**config.mk**
```make
export PLATFORM = sky130hd
export DESIGN_NAME = fifo_uart_tx
export DESIGN_NICKNAME = d
export VERILOG_FILES = /design/src/rtl/fifo_uart_tx.sv
export SDC_FILE = /design/constraint.sdc
export NUM_CORES = 1
export LEC_CHECK = 0
export CORE_ASPECT_RATIO = 1.25
export CORE_MARGIN = 1
export CORE_UTILIZATION = 49
export DETAILED_ROUTE_END_ITERATION = 6
export PLACE_DENSITY = 0.78
export RECOVER_POWER = 25
export SYNTH_ARGS = -nofsm -noshare
export SYNTH_HDL_FRONTEND = slang
export SYNTH_SLANG_ARGS = --single-unit
```
**constraint.sdc**
```tcl
create_clock -name clk -period 1.95 [get_ports clk]
set_input_delay 0.2925 -clock clk [delete_from_list [all_inputs] [get_ports clk]]
set_output_delay 0.2925 -clock clk [all_outputs]
set_load 0.02 [all_outputs]
```
**src/rtl/fifo_uart_tx.sv**
```systemverilog
// 8N1 UART transmitter that drains an 8-bit synchronous FIFO, one byte per frame.
// Pops only from IDLE, so FIFO reads are throttled to the line rate.
module fifo_uart_tx #(
  parameter int unsigned CLKS_PER_BIT = 868,
  parameter int unsigned DATA_W       = 8
) (
  input  logic              clk,
  input  logic              rst_n,
  input  logic              tx_en,
  input  logic              fifo_empty,
  input  logic [DATA_W-1:0] fifo_data,
  output logic              fifo_rd_en,
  output logic              tx,
  output logic              busy,
  output logic              tx_done
);

  localparam int unsigned       BAUD_W    = (CLKS_PER_BIT > 1) ? $clog2(CLKS_PER_BIT) : 1;
  localparam logic [BAUD_W-1:0] BAUD_LAST = BAUD_W'(CLKS_PER_BIT - 1);
  localparam logic [2:0]        BIT_LAST  = 3'(DATA_W - 1);

  typedef enum logic [2:0] {
    S_IDLE,
    S_POP,
    S_START,
    S_DATA,
    S_STOP
  } state_t;

  state_t              state, state_n;
  logic [BAUD_W-1:0]   baud, baud_n;
  logic [2:0]          bit_idx, bit_idx_n;
  logic [DATA_W-1:0]   shift, shift_n;
  logic                tx_q, tx_n;
  logic                baud_last;

  assign baud_last = (baud == BAUD_LAST);

  always_ff @(posedge clk or negedge rst_n) begin
    if (!rst_n) begin
      state   <= S_IDLE;
      baud    <= '0;
      bit_idx <= '0;
      shift   <= '0;
      tx_q    <= 1'b1;
    end else begin
      state   <= state_n;
      baud    <= baud_n;
      bit_idx <= bit_idx_n;
      shift   <= shift_n;
      tx_q    <= tx_n;
    end
  end

  always_comb begin
    state_n   = state;
    baud_n    = baud;
    bit_idx_n = bit_idx;
    shift_n   = shift;
    case (state)
      S_IDLE: begin
        if (tx_en && !fifo_empty) state_n = S_POP;
      end
      S_POP: begin
        shift_n   = fifo_data;
        baud_n    = '0;
        bit_idx_n = '0;
        state_n   = S_START;
      end
      S_START: begin
        baud_n = baud_last ? '0 : baud + BAUD_W'(1);
        if (baud_last) begin
          bit_idx_n = '0;
          state_n   = S_DATA;
        end
      end
      S_DATA: begin
        baud_n = baud_last ? '0 : baud + BAUD_W'(1);
        if (baud_last) begin
          shift_n   = shift >> 1;
          bit_idx_n = bit_idx + 3'd1;
          // the index wraps 7->0 here, but the state leaves DATA on the same edge
          if (bit_idx == BIT_LAST) state_n = S_STOP;
        end
      end
      S_STOP: begin
        baud_n = baud_last ? '0 : baud + BAUD_W'(1);
        if (baud_last) state_n = S_IDLE;
      end
      default: state_n = S_IDLE;
    endcase

    // line level is a function of where the FSM is going, so tx can be registered
    tx_n = 1'b1;
    case (state_n)
      S_START: tx_n = 1'b0;
      S_DATA:  tx_n = shift_n[0];
      default: tx_n = 1'b1;
    endcase
  end

  // pop is combinational in IDLE; gated by rst_n so no read can slip out during reset
  assign fifo_rd_en = rst_n && (state == S_IDLE) && tx_en && !fifo_empty;
  assign busy       = (state != S_IDLE);
  assign tx_done    = (state == S_STOP) && baud_last;
  assign tx         = tx_q;

endmodule

```
==> impl_results.md, run 1 <==
- Dpl ws: -0.0988 ns
- Die area: 3120 um^2
- Cell variety after synth: 39
- DR pass1 iterations: 4
- Yosys reg bits: 25
- Htree depth: 1
- Max VDD drop: 0.609 mV
- Cell area after layout: 1750 um^2
- Placed inst area: 1690 um^2
- Rows: 21
- P_leak: 0.809 nW
- Post-DP HPWL: 2460 um
- Critical-path maximum fanout: 2
- Layout net count: 189
- Number of max-cap violations: 0
- WL per Instance: 16.1 um
- Grt ovf: 0
- RR Startpoint: baud[0]$_DFFE_PN0P_
- Worst Path Required: 1.66 ns
- GR Util All Layers: 22.8%
- Post-synthesis mux area share: 4.76%
- Rel. slew slack: 78.2%
- Outcome: finished, final reports clean
- Root Buffer: clkbuf_4
- Number of global-route vias before repair: 1288
- WL final: 3340 um
- Delay-heaviest family, CP: simple AND/OR/NAND/NOR gates
- Final Setup Violations: 0
- Synthesized-area fraction occupied by adder cells: 2.65%
- Complex-gate fraction of the synthesized area: 16.6%
- Worst slew pin tran: 0.327 ns
- First DRT Iteration DRCs: 36
- Clk Latency, worst-skew pair: 0.32 ns
- Hold violation count in the final report: 0
- Area growth, synth to finish: 23.5%
- CTS tree: yes
- CP Data Arrival Time: 1.62 ns
- Number of diodes: 0
- Effective utilization at floorplan: 52.4%
- Largest family of logic cells by synthesized area: simple AND/OR/NAND/NOR gates
- Seq/Total Area, Yosys: 44.2%
- Synth warnings: 0
- Synth Area in XOR/XNOR: 0%
- Crit path cell chain: ha_2 > nor4b_4 > nand3_2 > nor3_2 > buf_4
- Clock period minus worst slack: 1.92 ns
- Hold_ws: 0.467 ns
- Synthesized area: 1420 um^2
- Worst setup margin: 0.0341 ns
- Worst path slowest cell: dfrtp_1
- Initial antenna violation count: 0
- Largest buffer count on any clock path: 2
- Via density: 6.17
- Fraction of layout cells with a size suffix above 1: 24.3%
- Setup Skew: 0.00269 ns
- CTS Sinks: 25
- Setup total negative slack: 0 ns
- Hold WC Path Type: in2async
- RSZ-0062 raised after global routing: yes
- Slew Viols, Final: 0
- Crit path kind: reg2out
- Fin crit share: 98.3%
- Critical Path Sink Type: output pin
- Chip height: 62.2 um
- Most frequent cells in the layout: dfrtp_1, buf_4, nand3_1, nand2_1, clkdlybuf4s50_1
- Pwr per Cell Area: 926 nW/um^2
- Syn Inst Count: 146
- Fmax: 522 MHz
- TritonCTS buffer count: 3
- Worst setup SP type: register
- Reg2Reg Setup Slack: 0.06 ns
- Clk pin slew, worst setup/hold paths: 0.13 ns
- Commonest non-fill, non-tap cell in the layout: dfrtp_1
- Die W: 50.1 um
- CP bufs+invs: 1
- Routed vias: 1277
- Mapped Avg Cell Area: 9.72 um^2
- RR Endpoint: shift[1]$_DFFE_PN0P_
- Mapped Nets: 161
- IO buf count: 15
- I/O Pins: 16
- Routed Antenna Nets: 0
- DRC: 0
- Gpl congestion: 0.863
- Global-route wire length before repair: 5550 um
- FF-to-FF path depth: 7
- Hold buffers post-CTS: 0
- Largest net degree at the start of global routing: 26
- Core Area: 2710 um^2
- Post-Synth Simple-Gate Area: 26.5%
- Slowest stage delay, CP: 0.39 ns
-- how the worst max path moves through the flow --
stage	cells past startpoint	end	start	slack (ns)
2_1_floorplan	5	tx_done	baud[0]$_DFFE_PN0P_	0.05
3_3_place_gp	4	fifo_rd_en	tx_en	-0.05
3_5_place_dp	4	fifo_rd_en	tx_en	-0.1
4_1_cts	5	tx_done	baud[0]$_DFFE_PN0P_	0.02
5_1_grt	5	tx_done	baud[0]$_DFFE_PN0P_	-0.04
6_report	5	tx_done	baud[0]$_DFFE_PN0P_	0.03
-- timing repair --
item / in CTS / in global routing
resized for setup: 9 / 6
cloned: 0 / 0
pin swaps: 0 / 1
setup buffers: 0 / 1
endpoints found under the setup margin: 3 / 7
-- logic make-up (layout without fill, tap and decap cells) --
| kind of cell | after synthesis | in the layout |
|---|---|---|
| AND/OR/NAND/NOR | 67 | 67 |
| AO/OA/AOI/OAI | 30 | 30 |
| flip-flops | 25 | 25 |
| buffers and inverters | 15 | 42 |
| multiplexers | 6 | 6 |
| adder cells (fa/ha/maj) | 3 | 3 |
-- power breakdown --
| part | switching (mW) | internal, mW |
|---|---|---|
| sequential | 0.113 | 0.654 |
| combinational | 0.305 | 0.318 |
| clock | 0.153 | 0.0801 |
-- cells in the mapped netlist --
cell type / count / area, um^2
a31oi_1: 7 / 43.8
o31ai_1: 2 / 15.0
ha_1: 3 / 37.5
nor3b_1: 1 / 7.51
nor3_1: 1 / 5.00
o22ai_1: 2 / 12.5
o311ai_0: 1 / 8.76
mux2_2: 6 / 67.6
inv_1: 4 / 15.0
o21ai_2: 1 / 8.76
or3b_2: 1 / 8.76
a21oi_2: 1 / 8.76
a311o_1: 1 / 10.0
nand2_1: 12 / 45.0
and3b_1: 1 / 8.76
nand4_1: 7 / 43.8
or2_2: 1 / 6.26
and4_1: 1 / 8.76
and2_0: 1 / 6.26
o21ai_0: 2 / 10.0
a32o_1: 7 / 70.1
a21oi_1: 1 / 5.00
a41oi_1: 2 / 17.5
and3_1: 7 / 43.8
buf_6: 2 / 22.5
nand4b_1: 3 / 26.3
and2_1: 2 / 12.5
dfrtp_1: 24 / 601
buf_2: 3 / 15.0
a211o_1: 1 / 8.76
clkbuf_1: 6 / 22.5
nor4b_2: 1 / 15.0
nand3_1: 19 / 95.1
a21o_1: 1 / 7.51
dfstp_2: 1 / 26.3
a311oi_1: 1 / 8.76
or3_1: 1 / 6.26
nor2_1: 5 / 18.8
nor2b_1: 3 / 18.8
-- flip-flops by register name, indices dropped and copies added, names as in the netlist --
register,flops
shift,8
tx,1
bit_idx,3
baud,10
state,3
-- routing by layer --
metal / part of all wire, % / GRT usage (%)
met4: 1.3 / 8.21
met3: 2.4 / 2.21
met2: 54 / 42.0
met1: 43 / 26.4
met5: 0 / 0
-- cell type report --
type	count	area, um^2
timing repair buffer	34	288
sequential	25	629
inverter	4	15.0
multi-input combinational	106	752
clock buffer	4	26.3
fill	216	953
tap	34	42.5
-- per-stage QoR --
stage | utilization, % | std cells | total power [mW]
after detailed placement | 62.5 | 202 | 1.36
after CTS | 63.8 | 206 | 1.61
after global routing | 64.8 | 207 | 1.72
final | 64.8 | 207 | 1.62
after global placement | 62.5 | 202 | 1.32
after floorplan | - | 146 | 1.09
No activity file was read; power rests on OpenSTA's default activity.
==> run 2, diff against run 1 <==
- TNS_END_PERCENT: unset -> 50
==> impl_results.md, run 2 (synthesis results as in run 1) <==
- Worst setup SP type: register
- Die area: 3120 um^2 (unchanged)
- Commonest non-fill, non-tap cell in the layout: dfrtp_1
- Hold WC Path Type: reg2reg
- Worst setup margin: 0.0452 ns (+0.0111 ns)
- Chip height: 62.2 um (unchanged)
- Rel. slew slack: 8.75% (-69 points)
- Clk Latency, worst-skew pair: 0.32 ns (about the same)
- Hold_ws: 0.522 ns (+0.0555 ns)
- Hold violation count in the final report: 0 (unchanged)
- Register area: 629 um^2 (unchanged)
- Outcome: finished, final reports clean
- Via density: 6.20 (+0.47%)
- CTS Sinks: 25 (unchanged)
- Initial antenna violation count: 0 (unchanged)
- Root Buffer: clkbuf_4
- Net load switching power: 570 uW (-0.24%)
- Setup total negative slack: 0 ns (unchanged)
- Cell Int Power: 1.05 mW (about the same)
- I/O Pins: 16 (unchanged)
- Routed vias: 1283 (+0.47%)
- Crit path kind: reg2out
- Critical-path maximum fanout: 2 (unchanged)
- WL final: 3310 um (-0.87%)
- Rows: 21 (unchanged)
- Setup Skew: 0.00220 ns (-0.000485 ns)
- Post-DP HPWL: 2460 um (unchanged)
- Sw frac: 35.1% (-0.048 points)
- Number of max-cap violations: 0 (unchanged)
- Number of diodes: 0 (unchanged)
- Comb pwr share: 38.2% (-0.2 points)
- Dpl ws: -0.0988 ns (unchanged)
- IO buf count: 15 (unchanged)
- Max reg flops: 10 (unchanged)
- Final design utilization: 64.6% (-0.14 points)
- Max VDD drop: 0.604 mV (-0.68%)
- Pwr per Cell Area: 927 nW/um^2 (+0.12%)
- Final Setup Violations: 0 (unchanged)
- Most frequent cells in the layout: dfrtp_1, buf_4, nand3_1, nand2_1, clkdlybuf4s50_1
- Hold buffers post-CTS: 0 (unchanged)
- Clock network fraction of design power: 14.4% (about the same)
- Sequential share of power: 47.3% (about the same)
- Largest registers: baud: 10 flops, shift: 8 flops
- CTS tree: yes
- DR pass1 iterations: 4 (unchanged)
- Slew Viols, Final: 0 (unchanged)
- Fin crit share: 97.7% (-0.57 points)
- Number of global-route vias before repair: 1281 (-0.54%)
- Layout net count: 189 (unchanged)
- Clk pin slew, worst setup/hold paths: 0.13 ns (about the same)
- Worst slew pin tran: 1.37 ns (+1.04 ns)
- Die W: 50.1 um (unchanged)
- Worst Path Required: 1.66 ns (about the same)
- Critical Path Sink Type: output pin
- Core Area: 2710 um^2 (unchanged)
- Htree depth: 1 (unchanged)
- Largest net degree at the start of global routing: 26 (unchanged)
- TritonCTS buffer count: 3 (unchanged)
- DRC: 0 (unchanged)
- Effective utilization at floorplan: 52.4% (unchanged)
- Largest buffer count on any clock path: 2 (unchanged)
- Fmax: 525 MHz (+0.58%)
- Filler cells: 215 (-0.46%)
- First DRT Iteration DRCs: 48 (+33%)
- GR Util All Layers: 23.0% (+0.15 points)
- Grt ovf: 0 (unchanged)
- WL per Instance: 16.0 um (-0.87%)
- Global-route wire length before repair: 5560 um (+0.13%)
- CP Data Arrival Time: 1.61 ns (about the same)
- RSZ-0062 raised after global routing: yes
- Fraction of layout cells with a size suffix above 1: 23.7% (-0.58 points)
- Routed Antenna Nets: 0 (unchanged)
- Top reg by flops: baud
- P_leak: 0.805 nW (-0.48%)
- Area growth, synth to finish: 23.3%
- Gpl congestion: 0.863 (unchanged)
- Area of the multi-input gates: 752 um^2 (unchanged)
- Clock period minus worst slack: 1.90 ns (-0.0111 ns)
==> run 2: path summary, 6_finish.rpt <==
path,slack (ns),from,cells after the start,to
setup / recovery,0.05,baud[0]$_DFFE_PN0P_,5,tx_done
hold / removal,0.52,shift[7]$_DFFE_PN0P_,1,shift[7]$_DFFE_PN0P_
setup reg to reg,0.07,baud[0]$_DFFE_PN0P_,7,shift[1]$_DFFE_PN0P_
hold reg to reg,0.52,shift[7]$_DFFE_PN0P_,1,shift[7]$_DFFE_PN0P_
max in group asynchronous,0.28,rst_n,2,state[0]$_DFF_PN0_
min in group asynchronous,0.78,rst_n,2,shift[7]$_DFFE_PN0P_
==> run 2: power by group through the flow <==
| stage | registers, mW | clock network, mW | logic, mW |
|---|---|---|---|
| 5_1_grt | 0.783 | 0.258 | 0.679 |
| 2_1_floorplan | 0.758 | 0 | 0.332 |
| 6_report | 0.768 | 0.234 | 0.620 |
| 3_5_place_dp | 0.766 | 0 | 0.597 |
| 3_3_place_gp | 0.753 | 0 | 0.569 |
| 4_1_cts | 0.757 | 0.240 | 0.601 |
==> run 2: per-layer routing <==
metal	global-route usage [%]	wire length, um	part of all wire [%]
met5	0	0	0
met4	8.21	48	1.5
met3	2.21	148	4.5
met2	42.7	1770	53
met1	26.3	1340	41
==> run 2: layout make-up <==
cell class | count | share of cell area, %
Inverter | 4 | 0.858
Clock buffer | 4 | 1.50
Sequential cell | 25 | 36.0
Tap cell | 34 | 2.43
Timing Repair Buffer | 34 | 16.2
Multi-Input combinational cell | 106 | 43.0
==> run 2: critical path, cell delays in order (launching register included) <==
cell	delay (ns)
dfrtp_1	0.39
ha_2	0.19
nor4b_4	0.24
nand3_2	0.12
nor3_2	0.18
buf_4	0.17
==> run 2: per-stage QoR <==
step,instances,cell area (um^2),power (mW)
after CTS,206,1720,1.60
after global placement,202,1690,1.32
final,207,1750,1.62
after floorplan,146,1420,1.09
after global routing,207,1750,1.72
after detailed placement,202,1690,1.36
==> run 2: timing repair <==
action | in CTS | in global routing
endpoints found under the setup margin | 3 | 9
endpoints found under the hold margin | 0 | 0
pin swaps | 0 | 1
buffers inserted | 0 | 1
gates resized for setup | 7 | 8
gates cloned | 0 | 0
==> run 3, diff against run 2 <==
- CTS_CLUSTER_SIZE: unset -> 24
- REMOVE_ABC_BUFFERS: unset -> 1
==> impl_results.md, run 3 (synthesis results as in run 1) <==
- Outcome: finished, final reports clean
- HP Start: shift[7]$_DFFE_PN0P_
- Hold violation count in the final report: 0 (unchanged)
- Hold Path Sink: shift[7]$_DFFE_PN0P_
- Filler cells: 225 (+4.7%)
- Slowest stage delay, CP: 0.42 ns (+0.03 ns)
- Global-route wire length before repair: 5490 um (-1.2%)
- Area of the multi-input gates: 759 um^2 (+1.0%)
- I/O Pins: 16 (unchanged)
- Routed Antenna Nets: 0 (unchanged)
- Worst Path Required: 2.17 ns (+0.51 ns)
- Slew Viols, Final: 0 (unchanged)
- Setup Skew: 0.00796 ns (+0.00576 ns)
- P_leak: 0.822 nW (+2.1%)
- Most frequent cells in the layout: dfrtp_1, buf_4, nand3_1, nand2_1, clkdlybuf4s50_1
- Effective utilization at floorplan: 52.4% (unchanged)
- Largest registers: baud: 10 flops, shift: 8 flops
- Initial antenna violation count: 0 (unchanged)
- Number of global-route vias before repair: 1216 (-5.1%)
- Fin crit share: 95.3% (-2.4 points)
- Critical-path maximum fanout: 7 (+5)
- Chip height: 62.2 um (unchanged)
- Critical Path Sink Type: register
- Die W: 50.1 um (unchanged)
- Hold buffers post-CTS: 0 (unchanged)
- Clock period minus worst slack: 1.86 ns (-0.0465 ns)
- Commonest non-fill, non-tap cell in the layout: dfrtp_1
- Die area: 3120 um^2 (unchanged)
- Met1 usage: 27.2% (+0.91 points)
- Worst slew pin tran: 1.33 ns (-0.0396 ns)
- Area growth, synth to finish: 24.8%
- RR Startpoint: baud[0]$_DFFE_PN0P_
- Via density: 6.27 (+1.1%)
- Crit path kind: reg2reg
- TritonCTS buffer count: 3 (unchanged)
- Max reg flops: 10 (unchanged)
- Number of max-cap violations: 0 (unchanged)
- Core Area: 2710 um^2 (unchanged)
- Cell depth of the worst hold path: 1 (unchanged)
- Clk Latency, worst-skew pair: 0.33 ns (about the same)
- FF-to-FF path depth: 6 (-1)
- Largest buffer count on any clock path: 2 (unchanged)
- Root Buffer: clkbuf_4
- Fmax: 538 MHz (+2.5%)
- IO buf count: 15 (unchanged)
- Post-CTS setup repair buffer count: 0 (unchanged)
- Number of diodes: 0 (unchanged)
- Final design utilization: 65.4% (+0.79 points)
- Worst setup SP type: register
- Fraction of layout cells with a size suffix above 1: 25.1% (+1.4 points)
- Largest net degree at the start of global routing: 26 (unchanged)
- M3 GR Usage: 2.70% (+0.49 points)
- Gpl congestion: 0.860 (-0.38%)
- Grt ovf: 0 (unchanged)
- Clk pin slew, worst setup/hold paths: 0.15 ns (+0.02 ns)
- Hold WC Path Type: reg2reg
- RSZ-0062 raised after global routing: yes
- GR Util All Layers: 22.7% (-0.26 points)
- CTS Sinks: 25 (unchanged)
- Pwr per Cell Area: 935 nW/um^2 (+0.85%)
- Max VDD drop: 0.679 mV (+12%)
- WL final: 3290 um (-0.51%)
- CTS tree: yes
- Rel. slew slack: 11.4% (+2.6 points)
- Post-DP HPWL: 2450 um (-0.17%)
- RR Endpoint: shift[2]$_DFFE_PN0P_
- Routed vias: 1310 (+2.1%)
- Reg2Reg Setup Slack: 0.09 ns (+0.02 ns)
- Register area: 627 um^2 (-0.40%)
- First DRT Iteration DRCs: 41 (-15%)
- WL per Instance: 15.7 um (-1.5%)
- Final Setup Violations: 0 (unchanged)
- DRC: 0 (unchanged)
- Busiest grt layer: met2
- DR pass1 iterations: 5 (+1)
- Setup total negative slack: 0 ns (unchanged)
- GR met2 Demand/Resource: 40.5% (-2.2 points)
- Top reg by flops: baud
- Rows: 21 (unchanged)
- Htree depth: 1 (unchanged)
- Worst path slowest cell: dfrtp_1
- Crit path cell chain: ha_2 > nor4b_4 > buf_4 > and3_4 > o21ai_2 > mux2_2
- CP Data Arrival Time: 2.08 ns (+0.47 ns)
- Layout net count: 191 (+1.1%)
[run 3: report_power, final]
group	switching (mW)	total (mW)	internal (mW)
Sequential	0.0894	0.741	0.652
Combinational	0.333	0.671	0.338
Clock	0.166	0.243	0.0770
Total	0.589	1.66	1.07
[run 3: per-layer routing]
layer  routed length, um  vias up
met1                1270      630
li1                    -      620
met5                   0        -
met3                 107        9
met2                1860       51
met4                  52        0
[run 3: worst max-delay path by stage]
stage                              from                   end  slack [ns]  cells after the start
finish              baud[0]$_DFFE_PN0P_  shift[2]$_DFFE_PN0P_        0.09                      6
global route        baud[0]$_DFFE_PN0P_               tx_done       -0.03                      5
CTS                 baud[0]$_DFFE_PN0P_  shift[2]$_DFFE_PN0P_        0.04                      6
detailed placement  baud[0]$_DFFE_PN0P_               tx_done       -0.15                      5
global placement    baud[0]$_DFFE_PN0P_               tx_done       -0.10                      5
floorplan           baud[0]$_DFFE_PN0P_               tx_done       -0.16                      4
[run 3: layout make-up]
type                            count  area share (%)
Multi-Input combinational cell    106            42.9
Tap cell                           34            2.40
Sequential cell                    25            35.4
Inverter                            4           0.848
Clock inverter                      1           0.283
Clock buffer                        3            1.27
Timing Repair Buffer               36            16.9
[run 3: what timing repair did]
action / in CTS / in global routing
hold endpoints to repair: 0 / 0
pin swaps: 2 / 1
setup endpoints to repair: 7 / 7
resized for setup: 11 / 5
[run 3: worst max-delay path, delay by kind of cell (launching register included)]
family          cells  cell delay [ns]
compound gates      1             0.31
fa+ha+maj           1             0.20
buf+inv             1             0.14
flops               1             0.42
mux                 1             0.39
simple gates        2             0.30
[run 3: through the flow]
stage,cell area (um^2),setup slack (ns),std cells,power [mW],hold WS [ns]
after floorplan,1360,-0.160,135,1.07,-0.00309
after global placement,1710,-0.105,205,1.33,0.476
after detailed placement,1710,-0.147,205,1.37,0.481
after CTS,1750,0.0354,209,1.63,0.361
after global routing,1770,-0.0266,209,1.75,0.527
final,1770,0.0917,209,1.66,0.510
